`src/rtl/io_hex_pkg.sv`:
```
// io_hex_pkg: types and constants shared by the hex/decimal display block.
//   hexdisp_state_t : converter FSM states
//   SEG_BLANK       : active-low code with every segment off
//   SEG_LUT         : active-low {g,f,e,d,c,b,a} codes for nibble values 0..F
package io_hex_pkg;

  typedef enum logic [1:0] {
    IDLE  = 2'd0,
    SHIFT = 2'd1,
    DONE  = 2'd2
  } hexdisp_state_t;

  localparam logic [6:0] SEG_BLANK = 7'h7F;

  localparam logic [6:0] SEG_LUT [16] = '{
    7'h40, 7'h79, 7'h24, 7'h30, 7'h19, 7'h12, 7'h02, 7'h78,
    7'h00, 7'h10, 7'h08, 7'h03, 7'h46, 7'h21, 7'h06, 7'h0E
  };

endpackage

```
`src/rtl/io_hex_display_if.sv`:
```
// io_hex_display_if: CPU IO-register side of the hex display.
//   io_data  : value written to the IO output register
//   io_we    : one-cycle write strobe for io_data
//   mode_dec : 0 = hex display, 1 = decimal display
//   busy     : conversion in progress
//   ovf      : decimal value did not fit in eight digits
// master = CPU side, slave = display side.
interface io_hex_display_if #(
  parameter int WIDTH = 32
);
  logic [WIDTH-1:0] io_data;
  logic             io_we;
  logic             mode_dec;
  logic             busy;
  logic             ovf;

  modport master (output io_data, output io_we, output mode_dec,
                  input  busy,    input  ovf);
  modport slave  (input  io_data, input  io_we, input  mode_dec,
                  output busy,    output ovf);
endinterface

```
`src/rtl/io_hex_display_seg7_decode.sv`:
```
// seg7_decode: combinational nibble to active-low 7-segment code.
//   nib_i   : digit value 0..F
//   blank_i : 1 forces all segments off
//   seg_o   : {g,f,e,d,c,b,a}, active low
module seg7_decode
  import io_hex_pkg::*;
(
  input  logic [3:0] nib_i,
  input  logic       blank_i,
  output logic [6:0] seg_o
);

  always_comb begin
    seg_o = blank_i ? SEG_BLANK : SEG_LUT[nib_i];
  end

endmodule

```
`src/rtl/io_hex_display.sv`:
```
// io_hex_display: drives HEX7..HEX0 from the CPU IO output register.
// Hex mode shows the raw word; decimal mode converts it to BCD with an
// iterative double-dabble (one shift per cycle) before display.
//   clk, rst   : clock, synchronous active-high reset
//   bus        : io_hex_display_if slave (io_data, io_we, mode_dec, busy, ovf)
//   HEX0..HEX7 : registered active-low segment codes, HEX0 least significant
module io_hex_display
  import io_hex_pkg::*;
#(
  parameter int WIDTH         = 32,
  parameter int BCD_DIGITS    = 10,
  parameter int BLANK_LEADING = 1
) (
  input  logic             clk,
  input  logic             rst,
  io_hex_display_if.slave  bus,
  output logic [6:0]       HEX0,
  output logic [6:0]       HEX1,
  output logic [6:0]       HEX2,
  output logic [6:0]       HEX3,
  output logic [6:0]       HEX4,
  output logic [6:0]       HEX5,
  output logic [6:0]       HEX6,
  output logic [6:0]       HEX7
);

  localparam int CNT_W = $clog2(WIDTH);
  localparam int BCD_W = 4 * BCD_DIGITS;
  localparam logic [CNT_W-1:0] CNT_LAST = CNT_W'(WIDTH - 1);

  hexdisp_state_t   state_q, state_d;
  logic [WIDTH-1:0] bin_sr_q, bin_sr_d;
  logic [BCD_W-1:0] bcd_q, bcd_d;
  logic [CNT_W-1:0] cnt_q, cnt_d;
  logic             dec_q, dec_d;
  logic             pend_q, pend_d;
  logic [WIDTH-1:0] pend_data_q, pend_data_d;
  logic             ovf_q, ovf_d;
  logic [6:0]       hex_q [8];
  logic [6:0]       hex_d [8];
  logic [6:0]       seg   [8];
  logic             ovf_dig;

  // Per-nibble add-3; nibbles are independent, no carry between them.
  function automatic logic [BCD_W-1:0] add3_all(input logic [BCD_W-1:0] b);
    logic [BCD_W-1:0] r;
    r = b;
    for (int i = 0; i < BCD_DIGITS; i++) begin
      if (b[4*i +: 4] >= 4'd5) r[4*i +: 4] = b[4*i +: 4] + 4'd3;
    end
    return r;
  endfunction

  // Digit selection and decode. The decoders run continuously but their
  // outputs are only captured in DONE, so HEXn never shows partial results.
  for (genvar k = 0; k < 8; k++) begin : g_dig
    logic [3:0] nib;
    logic       blank;
    assign nib = dec_q ? 4'(bcd_q >> (4*k)) : 4'(bin_sr_q >> (4*k));
    if (k == 0) begin : g_lsd
      assign blank = 1'b0;
    end else begin : g_hi
      // Leading-zero blank: this digit and all higher shown digits are zero.
      assign blank = (BLANK_LEADING != 0) && dec_q &&
                     ((32'(bcd_q) >> (4*k)) == 32'd0);
    end
    seg7_decode u_dec (.nib_i(nib), .blank_i(blank), .seg_o(seg[k]));
  end

  if (BCD_DIGITS > 8) begin : g_ovf
    assign ovf_dig = |bcd_q[BCD_W-1:32];
  end else begin : g_no_ovf
    assign ovf_dig = 1'b0;
  end

  always_comb begin
    logic [BCD_W+WIDTH-1:0] sh;
    sh          = '0;
    state_d     = state_q;
    bin_sr_d    = bin_sr_q;
    bcd_d       = bcd_q;
    cnt_d       = cnt_q;
    dec_d       = dec_q;
    pend_d      = pend_q;
    pend_data_d = pend_data_q;
    ovf_d       = ovf_q;
    hex_d       = hex_q;

    case (state_q)
      IDLE: begin
        // A fresh write wins over a queued one.
        if (bus.io_we || pend_q) begin
          bin_sr_d = bus.io_we ? bus.io_data : pend_data_q;
          dec_d    = bus.mode_dec;
          pend_d   = 1'b0;
          if (bus.mode_dec) begin
            bcd_d   = '0;
            cnt_d   = '0;
            state_d = SHIFT;
          end else begin
            state_d = DONE;
          end
        end
      end
      SHIFT: begin
        sh                = {add3_all(bcd_q), bin_sr_q} << 1;
        {bcd_d, bin_sr_d} = sh;
        cnt_d             = cnt_q + 1'b1;
        if (cnt_q == CNT_LAST) state_d = DONE;
      end
      DONE: begin
        hex_d   = seg;
        ovf_d   = dec_q & ovf_dig;
        state_d = IDLE;
      end
      default: state_d = IDLE;
    endcase

    // Writes arriving mid-conversion park in a single-entry buffer.
    if (state_q != IDLE && bus.io_we) begin
      pend_d      = 1'b1;
      pend_data_d = bus.io_data;
    end
  end

  always_ff @(posedge clk) begin
    if (rst) begin
      state_q <= IDLE;
      cnt_q   <= '0;
      dec_q   <= 1'b0;
      pend_q  <= 1'b0;
      ovf_q   <= 1'b0;
      for (int k = 0; k < 8; k++) hex_q[k] <= SEG_BLANK;
    end else begin
      state_q <= state_d;
      cnt_q   <= cnt_d;
      dec_q   <= dec_d;
      pend_q  <= pend_d;
      ovf_q   <= ovf_d;
      hex_q   <= hex_d;
    end
  end

  always_ff @(posedge clk) begin
    bin_sr_q    <= bin_sr_d;
    bcd_q       <= bcd_d;
    pend_data_q <= pend_data_d;
  end

  assign bus.busy = (state_q != IDLE);
  assign bus.ovf  = ovf_q;

  assign HEX0 = hex_q[0];
  assign HEX1 = hex_q[1];
  assign HEX2 = hex_q[2];
  assign HEX3 = hex_q[3];
  assign HEX4 = hex_q[4];
  assign HEX5 = hex_q[5];
  assign HEX6 = hex_q[6];
  assign HEX7 = hex_q[7];

endmodule

```
`src/flat_wrapper.sv`:
```
// flat-port wrapper written by rule: the top's interface ports become plain ports
module io_hex_display_flat import io_hex_pkg::*;
#(
  parameter int WIDTH         = 32,
  parameter int BCD_DIGITS    = 10,
  parameter int BLANK_LEADING = 1
)
  (clk, rst, HEX0, HEX1, HEX2, HEX3, HEX4, HEX5, HEX6, HEX7, bus_io_data, bus_io_we, bus_mode_dec, bus_busy, bus_ovf);
  io_hex_display_if #(.WIDTH(WIDTH)) bus_i ();
  input  logic clk;
  input  logic rst;
  output logic [6:0] HEX0;
  output logic [6:0] HEX1;
  output logic [6:0] HEX2;
  output logic [6:0] HEX3;
  output logic [6:0] HEX4;
  output logic [6:0] HEX5;
  output logic [6:0] HEX6;
  output logic [6:0] HEX7;
  input wire logic [$bits(bus_i.io_data)-1:0] bus_io_data;
  input wire logic [$bits(bus_i.io_we)-1:0] bus_io_we;
  input wire logic [$bits(bus_i.mode_dec)-1:0] bus_mode_dec;
  output wire logic [$bits(bus_i.busy)-1:0] bus_busy;
  output wire logic [$bits(bus_i.ovf)-1:0] bus_ovf;
  assign bus_i.io_data = bus_io_data;
  assign bus_i.io_we = bus_io_we;
  assign bus_i.mode_dec = bus_mode_dec;
  assign bus_busy = bus_i.busy;
  assign bus_ovf = bus_i.ovf;
  io_hex_display #(.WIDTH(WIDTH), .BCD_DIGITS(BCD_DIGITS), .BLANK_LEADING(BLANK_LEADING)) u_core (.clk(clk), .rst(rst), .bus(bus_i), .HEX0(HEX0), .HEX1(HEX1), .HEX2(HEX2), .HEX3(HEX3), .HEX4(HEX4), .HEX5(HEX5), .HEX6(HEX6), .HEX7(HEX7));
endmodule
```
`config.mk`:
```
export PLATFORM = sky130hd
export DESIGN_NAME = io_hex_display_flat
export DESIGN_NICKNAME = d
export VERILOG_FILES = /design/src/rtl/io_hex_pkg.sv /design/src/rtl/io_hex_display_if.sv /design/src/rtl/io_hex_display_seg7_decode.sv /design/src/rtl/io_hex_display.sv /design/src/flat_wrapper.sv
export SDC_FILE = /design/constraint.sdc
export NUM_CORES = 1
export LEC_CHECK = 0
export ABC_AREA = 1
export BUFFER_PORTS_ARGS = -buffer_cell sky130_fd_sc_hd__buf_2
export CORE_MARGIN = 5
export CORE_UTILIZATION = 50
export CTS_CLUSTER_DIAMETER = 40
export CTS_CLUSTER_SIZE = 28
export DETAILED_ROUTE_END_ITERATION = 16
export PLACE_DENSITY_LB_ADDON = 0.12
export REMOVE_ABC_BUFFERS = 1
export SLEW_MARGIN = 5
export SYNTH_ARGS = -nofsm -noshare
export SYNTH_HDL_FRONTEND = slang
export SYNTH_HIERARCHICAL = 1
export SYNTH_SLANG_ARGS = --single-unit
```
`constraint.sdc`:
```
create_clock -name clk -period 2.9 [get_ports clk]
set_input_delay 0.29 -clock clk [delete_from_list [all_inputs] [get_ports clk]]
set_output_delay 0.29 -clock clk [all_outputs]
set_load 0.05 [all_outputs]
```
==> results of run 1 <==
[state kept, by name (all words and copies together) (netlist names)]
register            cells
u_core/HEX6             7
u_core/pend_q           1
u_core/HEX0             7
u_core/pend_data_q     32
u_core/HEX3             7
u_core/HEX1             7
u_core/bcd_q           40
u_core/cnt_q            5
u_core/HEX5             7
u_core/HEX7             7
u_core/bin_sr_q        32
u_core/HEX2             7
u_core/bus.ovf          1
u_core/state_q          2
u_core/dec_q            1
u_core/HEX4             7
[placed cells by master, fill, tap and decap left out, drive strengths merged, types with 66 or more instances in the layout]
| cell | instances |
|---|---|
| a21oi | 108 |
| buf | 116 |
| dfxtp | 66 |
| edfxtp | 104 |
| ha | 86 |
| inv | 144 |
| nand2 | 311 |
| nand3 | 197 |
| nor2 | 103 |
| o21ai | 68 |
[metrics by stage]
stage / std cells / hold WS (ns)
floorplan: 1220 / 0.359
global placement: 1606 / 0.432
detailed placement: 1606 / 0.437
CTS: 1638 / 0.0207
global route: 1638 / 0.0310
finish: 1638 / 0.0397
[logic make-up (layout without fill, tap and decap cells)]
group                      Yosys count  after routing  synth area share [%]
AOI/OAI and AO/OA                  188            188                  9.87
xor gates and xnor gates            10             10                 0.864
adders and majority gates           86             86                  10.6
buffers and inverters              199            287                  8.60
DFF                                170            170                  43.8
muxes                                1              1                 0.111
other                                1              1                0.0370
and+or+nand+nor                    625            625                  26.1
[final cells by class]
class	count	area, µm²	share of cell area, %
flip-flops and latches	170	4450	39.0
well taps	270	338	2.96
repair buffers	116	651	5.70
multi-input cells	911	4840	42.4
clock inverters	15	190	1.67
inverters	139	522	4.57
clock buffers	17	425	3.73
[routing by layer]
metal	GRT usage, %	up-vias	share of wire, %
li1	-	4379	-
met1	26.0	3896	47
met2	33.3	154	47
met3	3.32	23	3.9
met4	5.39	0	1.4
met5	0	-	0
[path summary, 6_finish.rpt]
| path | slack, ns | cells after the start | end |
|---|---|---|---|
| worst max-delay path | 0.56 | 10 | u_core/HEX2[3] |
| worst min-delay path | 0.04 | 1 | u_core/pend_data_q[0] |
| worst max register to register | 0.56 | 10 | u_core/HEX2[3] |
| worst min register to register | 0.45 | 2 | u_core/HEX4[2] |
[worst reg2reg max path, cell delays in order (launching register included)]
cell and delay (ns):
dfxtp_2 0.52, buf_4 0.31, nor2_1 0.07, a21oi_1 0.35, inv_1 0.19, ha_1 0.34
nand2_1 0.06, nand3_1 0.12, nand3_1 0.08, nand2_1 0.07, nand3_1 0.07
[power breakdown]
part	leakage [nW]	internal, W	switching, W	total (W)
Clock	0.304	0.00138	0.00102	0.00239
Combinational	3.47	0.000707	0.00160	0.00230
Sequential	1.54	0.00288	0.000149	0.00303
==> out/results.tsv, run 1 <==
metric	value	unit
htree depth	4	
Mapped Area	10100	µm²
Total Routed Length	22600	µm
Global Route Usage Sum	19.6	%
CP Capture Type	flop	
crit path from	u_core/dec_q	
setup bufs post-CTS	0	
Worst EP arrival	2.61	ns
initial core utilization	50.4	%
placed cell area	10800	µm²
TritonCTS Buffers	17	
grt ovf	0	
die height	152	µm
Fillers	1859	
Final Hold Fails	0	
Critical Path Start Type	flop	
Pre-antenna DRT Iters	4	
CTS tree	done	
synthesized instance count	1280	
unrepaired setup endpoints after global routing	false	
worst-path cell chain	buf_4 > nor2_1 > a21oi_1 > inv_1 > ha_1 > nand2_1 > nand3_1 > nand3_1 > nand2_1 > nand3_1	
antenna violations before repair	0	
area leader, netlist	edfxtp_1	
# hold bufs at CTS	0	
register area share after synthesis	43.8	%
antenna-violating nets left	0	
Final Slew Violations	0	
pin count of the biggest net entering global routing	59	
CTS resizes	0	
buffer depth of the longest clock path	2	
final instance area	11400	µm²
Die Width	152	µm
dpl ws	0.586	ns
Yosys reg bits	170	
period utilization	80.7	%
setup TNS	0	ns
Power Density	678	nW/µm²
Async S/R FF share, synth	0	%
worst-skew pair later-pin latency	0.43	ns
status	finished clean	
Post-synth top flop	edfxtp_1	
vias post-DR	8452	
root cell of the clock tree	clkbuf_16	
Std-Cell Rows	52	
CP delay by family, top	flip-flops	
Required @ worst endpoint	3.17	ns
vias in the first global route	7994	
I/O Pins	94	
Clock Skew	0.0115	ns
top-count cell post-synth	nand2_1	
Worst Tran Pin Value	1.21	ns
per-cell routed wire length	13.8	µm
RD Place Congestion	0.876	
Reg clk slew, reported paths	0.07	ns
die area	23200	µm²
worst hold start	bus_io_data[0]	
Remaining DRCs	0	
Hold Crit Class	in2reg	
nets	1477	
core area	20100	µm²
Port Buf Inserts	93	
Yosys warning count	6	
Synth top area share	30.8	%
P_leak	5.32	nW
CP max-delay cell	dfxtp_2	
top cells by count, synth	307 x nand2_1, 197 x nand3_1, 127 x inv_1	
share of cells above drive strength 1	13.3	%
CP most frequent cell	nand3_1	
main area contributors after synthesis	edfxtp_1 31%, dfxtp_1 13%, nand2_1 11%, ha_1 11%, nand3_1 9.7%	
Yosys cell types	32	
final worst setup slack	0.560	ns
CP max FO	22	
final core occ	56.7	%
MaxCap Viol Count	0	
first-pass GRT wire length	38400	µm
max frequency	0.427	GHz
n_diodes	0	
Area growth syn-to-layout	12.5	%
final setup fails	0	
Final Critical Period	2.34	ns
Buf+Inv Stages, Crit Path	2	
Final HPWL DP	15300	µm
RR Startpoint	u_core/dec_q	
Total Power	0.00773	W
Post-Syn Area per Cell	7.92	µm²
Crit Path Class	reg2reg	
total clock sinks	170	
CP peak stage delay	0.52	ns
Worst slew margin	18.8	%
count of flip-flops with a built-in enable after synthesis	104	
worst vdd ir	0.402	mV
vias per cell	5.16	
DRT iter0 DRCs	449	
Note: power is estimated with default switching activity, not from simulation.
==> run 2, diff against run 1 <==
==> constraint.sdc (replaced) <==
create_clock -name clk -period 2.13 [get_ports clk]
set_input_delay 0.213 -clock clk [delete_from_list [all_inputs] [get_ports clk]]
set_output_delay 0.213 -clock clk [all_outputs]
set_load 0.05 [all_outputs]
==> run 2 against run 1 <==
Against the previous run: count of clock-buffer cells in the layout unchanged; critical endpoint is now u_core/HEX5[3]; critical path depth did not move; non-clock buffer count up 59; first-iteration DRC count shrank 7.1%; design area is 4.3% higher.
==> out/results.tsv, run 2 (synthesized netlist as in run 1, its figures left out) <==
metric	value	unit
CTS tree	done	
Die Width	152	µm
worst-path cell chain	buf_4 > nor2_1 > a21oi_1 > inv_1 > ha_1 > nand2_1 > nand3_1 > nand3_1 > nand2_1 > nand3_1	
per-cell routed wire length	13.8	µm
setup TNS	0	ns
Final HPWL DP	15900	µm
core area	20100	µm²
worst-skew pair later-pin latency	0.43	ns
Final Critical Period	1.94	ns
Total Power	0.0105	W
worst vdd ir	0.534	mV
buffer depth of the longest clock path	2	
RD Place Congestion	0.894	
Port Buf Inserts	93	
first-pass GRT wire length	40200	µm
Area growth syn-to-layout	17.3	%
Std-Cell Rows	52	
share of cells above drive strength 1	15.0	%
htree depth	4	
CP max-delay cell	dfxtp_2	
Crit Path Class	reg2reg	
vias post-DR	8684	
MaxCap Viol Count	0	
CP delay by family, top	flip-flops	
period utilization	91.1	%
Top reg by flops	u_core/bcd_q	
most frequent cells in the layout	307 x nand2_1, 197 x nand3_1, 123 x inv_1	
vias per cell	5.11	
die area	23200	µm²
Finished Layout Cells	1698	
hold path cells	1	
root cell of the clock tree	clkbuf_16	
Global Route Usage Sum	20.5	%
Buf+Inv Stages, Crit Path	2	
dpl ws	0.153	ns
Register-to-Register Path Depth	10	
Power Density	879	nW/µm²
CP peak stage delay	0.46	ns
final worst setup slack	0.190	ns
vias in the first global route	8381	
most common cell after layout, fill and taps aside	nand2_1	
die height	152	µm
Largest register FFs	40	
final setup fails	0	
Total Routed Length	23400	µm
Largest regs	u_core/bcd_q (40), u_core/bin_sr_q (32), u_core/pend_data_q (32)	
Reg clk slew, reported paths	0.07	ns
setup bufs post-CTS	0	
Worst Tran Pin Value	1.02	ns
P_leak	5.55	nW
initial core utilization	50.4	%
CP max FO	16	
Placed Cells	1634	
status	finished clean	
Levels on crit path	10	
Critical Path Start Type	flop	
hold slack	0.0402	ns
Worst slew margin	31.9	%
Final Slew Violations	0	
Hold Crit Class	in2reg	
max frequency	0.515	GHz
Remaining DRCs	0	
nets	1536	
antenna violations before repair	1	
CP Capture Type	flop	
CP most frequent cell	nand3_1	
Clock Skew	0.0111	ns
Worst EP arrival	2.25	ns
antenna-violating nets left	0	
total clock sinks	170	
Final Hold Fails	0	
Fillers	1877	
Pre-antenna DRT Iters	5	
grt ovf	0	
DRT iter0 DRCs	417	
TritonCTS Buffers	17	
I/O Pins	94	
Required @ worst endpoint	2.44	ns
pin count of the biggest net entering global routing	59	
[run 2: cell types whose count changed in the layout (fill, tap and decap cells not counted), sizes merged]
cell / delta
buf: +28
bufinv: -2
clkinv: +1
clkinvlp: +5
diode: +1
dlygate4sd3: +31
inv: -4
[run 2: area by class of cell]
class                      count  area (µm²)  share of cell area, %
multi-input combinational    911        4840                   40.7
antenna                        1        2.50                 0.0210
sequential                   170        4450                   37.4
tap                          270         338                   2.84
inverter                     139         522                   4.39
clock buffer                  17         425                   3.58
timing repair buffer         175        1200                   10.1
clock inverter                15         129                   1.08
[run 2: repair_timing]
item / CTS / global route
hold buffers: 31 / 0
gates resized for setup: 0 / 5
setup endpoints to repair: 0 / 18
endpoints found under the hold margin: 31 / 0
[run 2: worst reg2reg max path, stage by stage, from the launching register on]
cell and delay (ns):
dfxtp_2 0.46, buf_4 0.25, nor2_1 0.07, a21oi_1 0.19
inv_1 0.14, ha_1 0.34, nand2_1 0.06, nand3_1 0.08
nand3_1 0.07, nand2_1 0.07, nand3_1 0.07
[run 2: report_power, final]
group	switching [W]	internal [W]
Combinational	0.00223	0.00113
Clock	0.00137	0.00161
Sequential	0.000202	0.00392
Total	0.00380	0.00666
[run 2: stage by stage]
stage / utilization, % / instance area, µm²
CTS: 59.1 / 11900
global placement: 54.8 / 11000
finish: 59.2 / 11900
floorplan: - / 9790
global route: 59.2 / 11900
detailed placement: 54.8 / 11000
[run 2: final timing paths]
path	startpoint	end	slack [ns]
worst max-delay path	u_core/dec_q	u_core/HEX5[3]	0.19
worst max register to register	u_core/dec_q	u_core/HEX5[3]	0.19
worst min register to register	u_core/HEX4[2]	u_core/HEX4[2]	0.45
worst min-delay path	bus_io_data[26]	u_core/pend_data_q[26]	0.04
[run 2: routing by layer]
metal  GRT usage (%)  part of all wire [%]
met5               0                     0
met4            6.72                   1.8
met3            3.49                   3.9
met2            33.9                    47
met1            27.4                    47
==> run 3, diff against run 2 <==
--- a/config.mk
+++ b/config.mk
@@ -7,7 +7,6 @@
 export LEC_CHECK = 0
 export ABC_AREA = 1
 export BUFFER_PORTS_ARGS = -buffer_cell sky130_fd_sc_hd__buf_2
-export CORE_MARGIN = 5
 export CORE_UTILIZATION = 50
 export CTS_CLUSTER_DIAMETER = 40
 export CTS_CLUSTER_SIZE = 28
==> run 3 against run 2 <==
Against the previous run: critical path depth is 2 higher; sequential cell count stayed put; sequential share of layout area is 0.24 points lower; sequential power hardly changed.
==> out/results.tsv, run 3 (synthesized netlist as in run 1, its figures left out) <==
metric	value	unit
status	finished clean	
CP delay by family, top	simple AND/OR/NAND/NOR gates	
CP peak stage delay	0.43	ns
max frequency	0.516	GHz
Largest regs	u_core/bcd_q (40), u_core/bin_sr_q (32), u_core/pend_data_q (32)	
final worst setup slack	0.191	ns
vias in the first global route	8012	
Total Power	0.0108	W
Storage cell area	4450	µm²
Internal	0.00702	W
per-cell routed wire length	13.7	µm
Pre-antenna DRT Iters	5	
hold path cells	1	
RD Place Congestion	0.870	
NetSw	0.00375	W
Switching Share	34.8	%
total clock sinks	170	
buffer depth of the longest clock path	2	
vias per cell	5.11	
root cell of the clock tree	clkbuf_16	
die area	20900	µm²
Final Hold Fails	0	
Hold Crit Class	in2reg	
unrepaired setup endpoints after global routing	false	
Global Route Usage Sum	22.9	%
RR Endpoint	u_core/HEX1[4]	
grt ovf	0	
final setup fails	0	
Largest register FFs	40	
Top reg by flops	u_core/bcd_q	
Reg clk slew, reported paths	0.06	ns
nets	1536	
Port Buf Inserts	93	
Fillers	1796	
Total Routed Length	23100	µm
MaxCap Viol Count	0	
n_diodes	0	
antenna violations before repair	0	
Std-Cell Rows	51	
TritonCTS Buffers	17	
most common cell after layout, fill and taps aside	nand2_1	
initial core utilization	51.6	%
Final HPWL DP	15500	µm
RR Startpoint	u_core/bcd_q[28]	
P_leak	5.59	nW
core area	19700	µm²
CP Capture Type	flop	
Multi-input gate area	4850	µm²
antenna-violating nets left	0	
CTS tree	done	
most frequent cells in the layout	306 x nand2_1, 197 x nand3_1, 124 x inv_1	
share of cells above drive strength 1	14.9	%
Levels on crit path	12	
Final Slew Violations	0	
period utilization	91.0	%
worst-path cell chain	inv_2 > ha_1 > nand2_1 > nor2_2 > nand2_2 > nor2_4 > nand4_1 > nor2_1 > inv_1 > nand3_1 > nand2_1 > nand3_1	
dpl ws	0.0591	ns
Crit Path Class	reg2reg	
pin count of the biggest net entering global routing	59	
die height	144	µm
vias post-DR	8647	
htree depth	4	
Required @ worst endpoint	2.50	ns
Area growth syn-to-layout	18.1	%
Clock Skew	0.00780	ns
DRT iter0 DRCs	554	
Flop pwr share	38.3	%
Final Critical Period	1.94	ns
first-pass GRT wire length	37900	µm
CP max FO	7	
worst hold start	bus_io_data[17]	
combinational share of power	31.5	%
worst hold path endpoint	u_core/pend_data_q[17]	
CP max-delay cell	edfxtp_1	
Worst slew margin	34.2	%
Remaining DRCs	0	
worst vdd ir	0.657	mV
I/O Pins	94	
Die Width	144	µm
worst-skew pair later-pin latency	0.43	ns
Register-to-Register Path Depth	12	
R2R Setup Slk	0.19	ns
Worst EP arrival	2.31	ns
clock share of power	30.2	%
Buf+Inv Stages, Crit Path	2	
Critical Path Start Type	flop	
Power Density	899	nW/µm²
hold slack	0.0117	ns
Worst Tran Pin Value	0.986	ns
final core occ	60.9	%
[run 3: changes by cell type in the layout (fill, tap and decap cells not counted), sizes merged]
cell         change
clkinv           -1
inv              -1
dlygate4sd3      -1
clkbuf           +2
diode            -1
clkinvlp         -3
buf              +1
bufinv           +3
[run 3: how the worst max path moves through the flow]
stage	start	end	slack, ns
final	u_core/bcd_q[28]	u_core/HEX1[4]	0.19
after CTS	u_core/bcd_q[28]	u_core/HEX1[3]	0.003
after detailed placement	u_core/bcd_q[28]	u_core/HEX1[3]	0.06
after global routing	u_core/bcd_q[29]	u_core/HEX4[6]	0.02
after floorplan	u_core/dec_q	u_core/HEX4[1]	-0.75
after global placement	u_core/bcd_q[28]	u_core/HEX4[6]	0.13
[run 3: repair_timing]
item / in CTS / in global routing
hold buffers: 29 / 1
buffers inserted: 0 / 2
setup endpoints to repair: 0 / 28
resized for setup: 0 / 5
endpoints found under the hold margin: 29 / 1
[run 3: routing by layer]
metal  GRT usage, %  routed length [µm]  up-vias
li1               -                   -     4499
met1           30.6               10800     3908
met2           38.7               11000      218
met3           2.85                1000       22
met4           6.70                 258        0
met5              0                   0        -
[run 3: area by class of cell]
class | count | share of cell area, %
inverters | 139 | 4.36
clock inverters | 13 | 1.47
flip-flops and latches | 170 | 37.1
repair buffers | 175 | 10.2
clock buffers | 19 | 3.62
well taps | 265 | 2.77
multi-input cells | 911 | 40.5
[run 3: power by group through the flow]
stage / combinational (W) / sequential, W / clock, W
floorplan: 0.00197 / 0.00455 / 0
global placement: 0.00330 / 0.00418 / 0
detailed placement: 0.00332 / 0.00419 / 0
CTS: 0.00338 / 0.00412 / 0.00331
global route: 0.00383 / 0.00417 / 0.00344
finish: 0.00339 / 0.00412 / 0.00325
[run 3: through the flow]
stage	instances	TNS (ns)	instance area, µm²
2_1_floorplan	1220	-73.80	9790
3_3_place_gp	1628	0	11000
3_5_place_dp	1628	0	11000
4_1_cts	1689	0	11900
5_1_grt	1692	0	12000
6_report	1692	0	12000
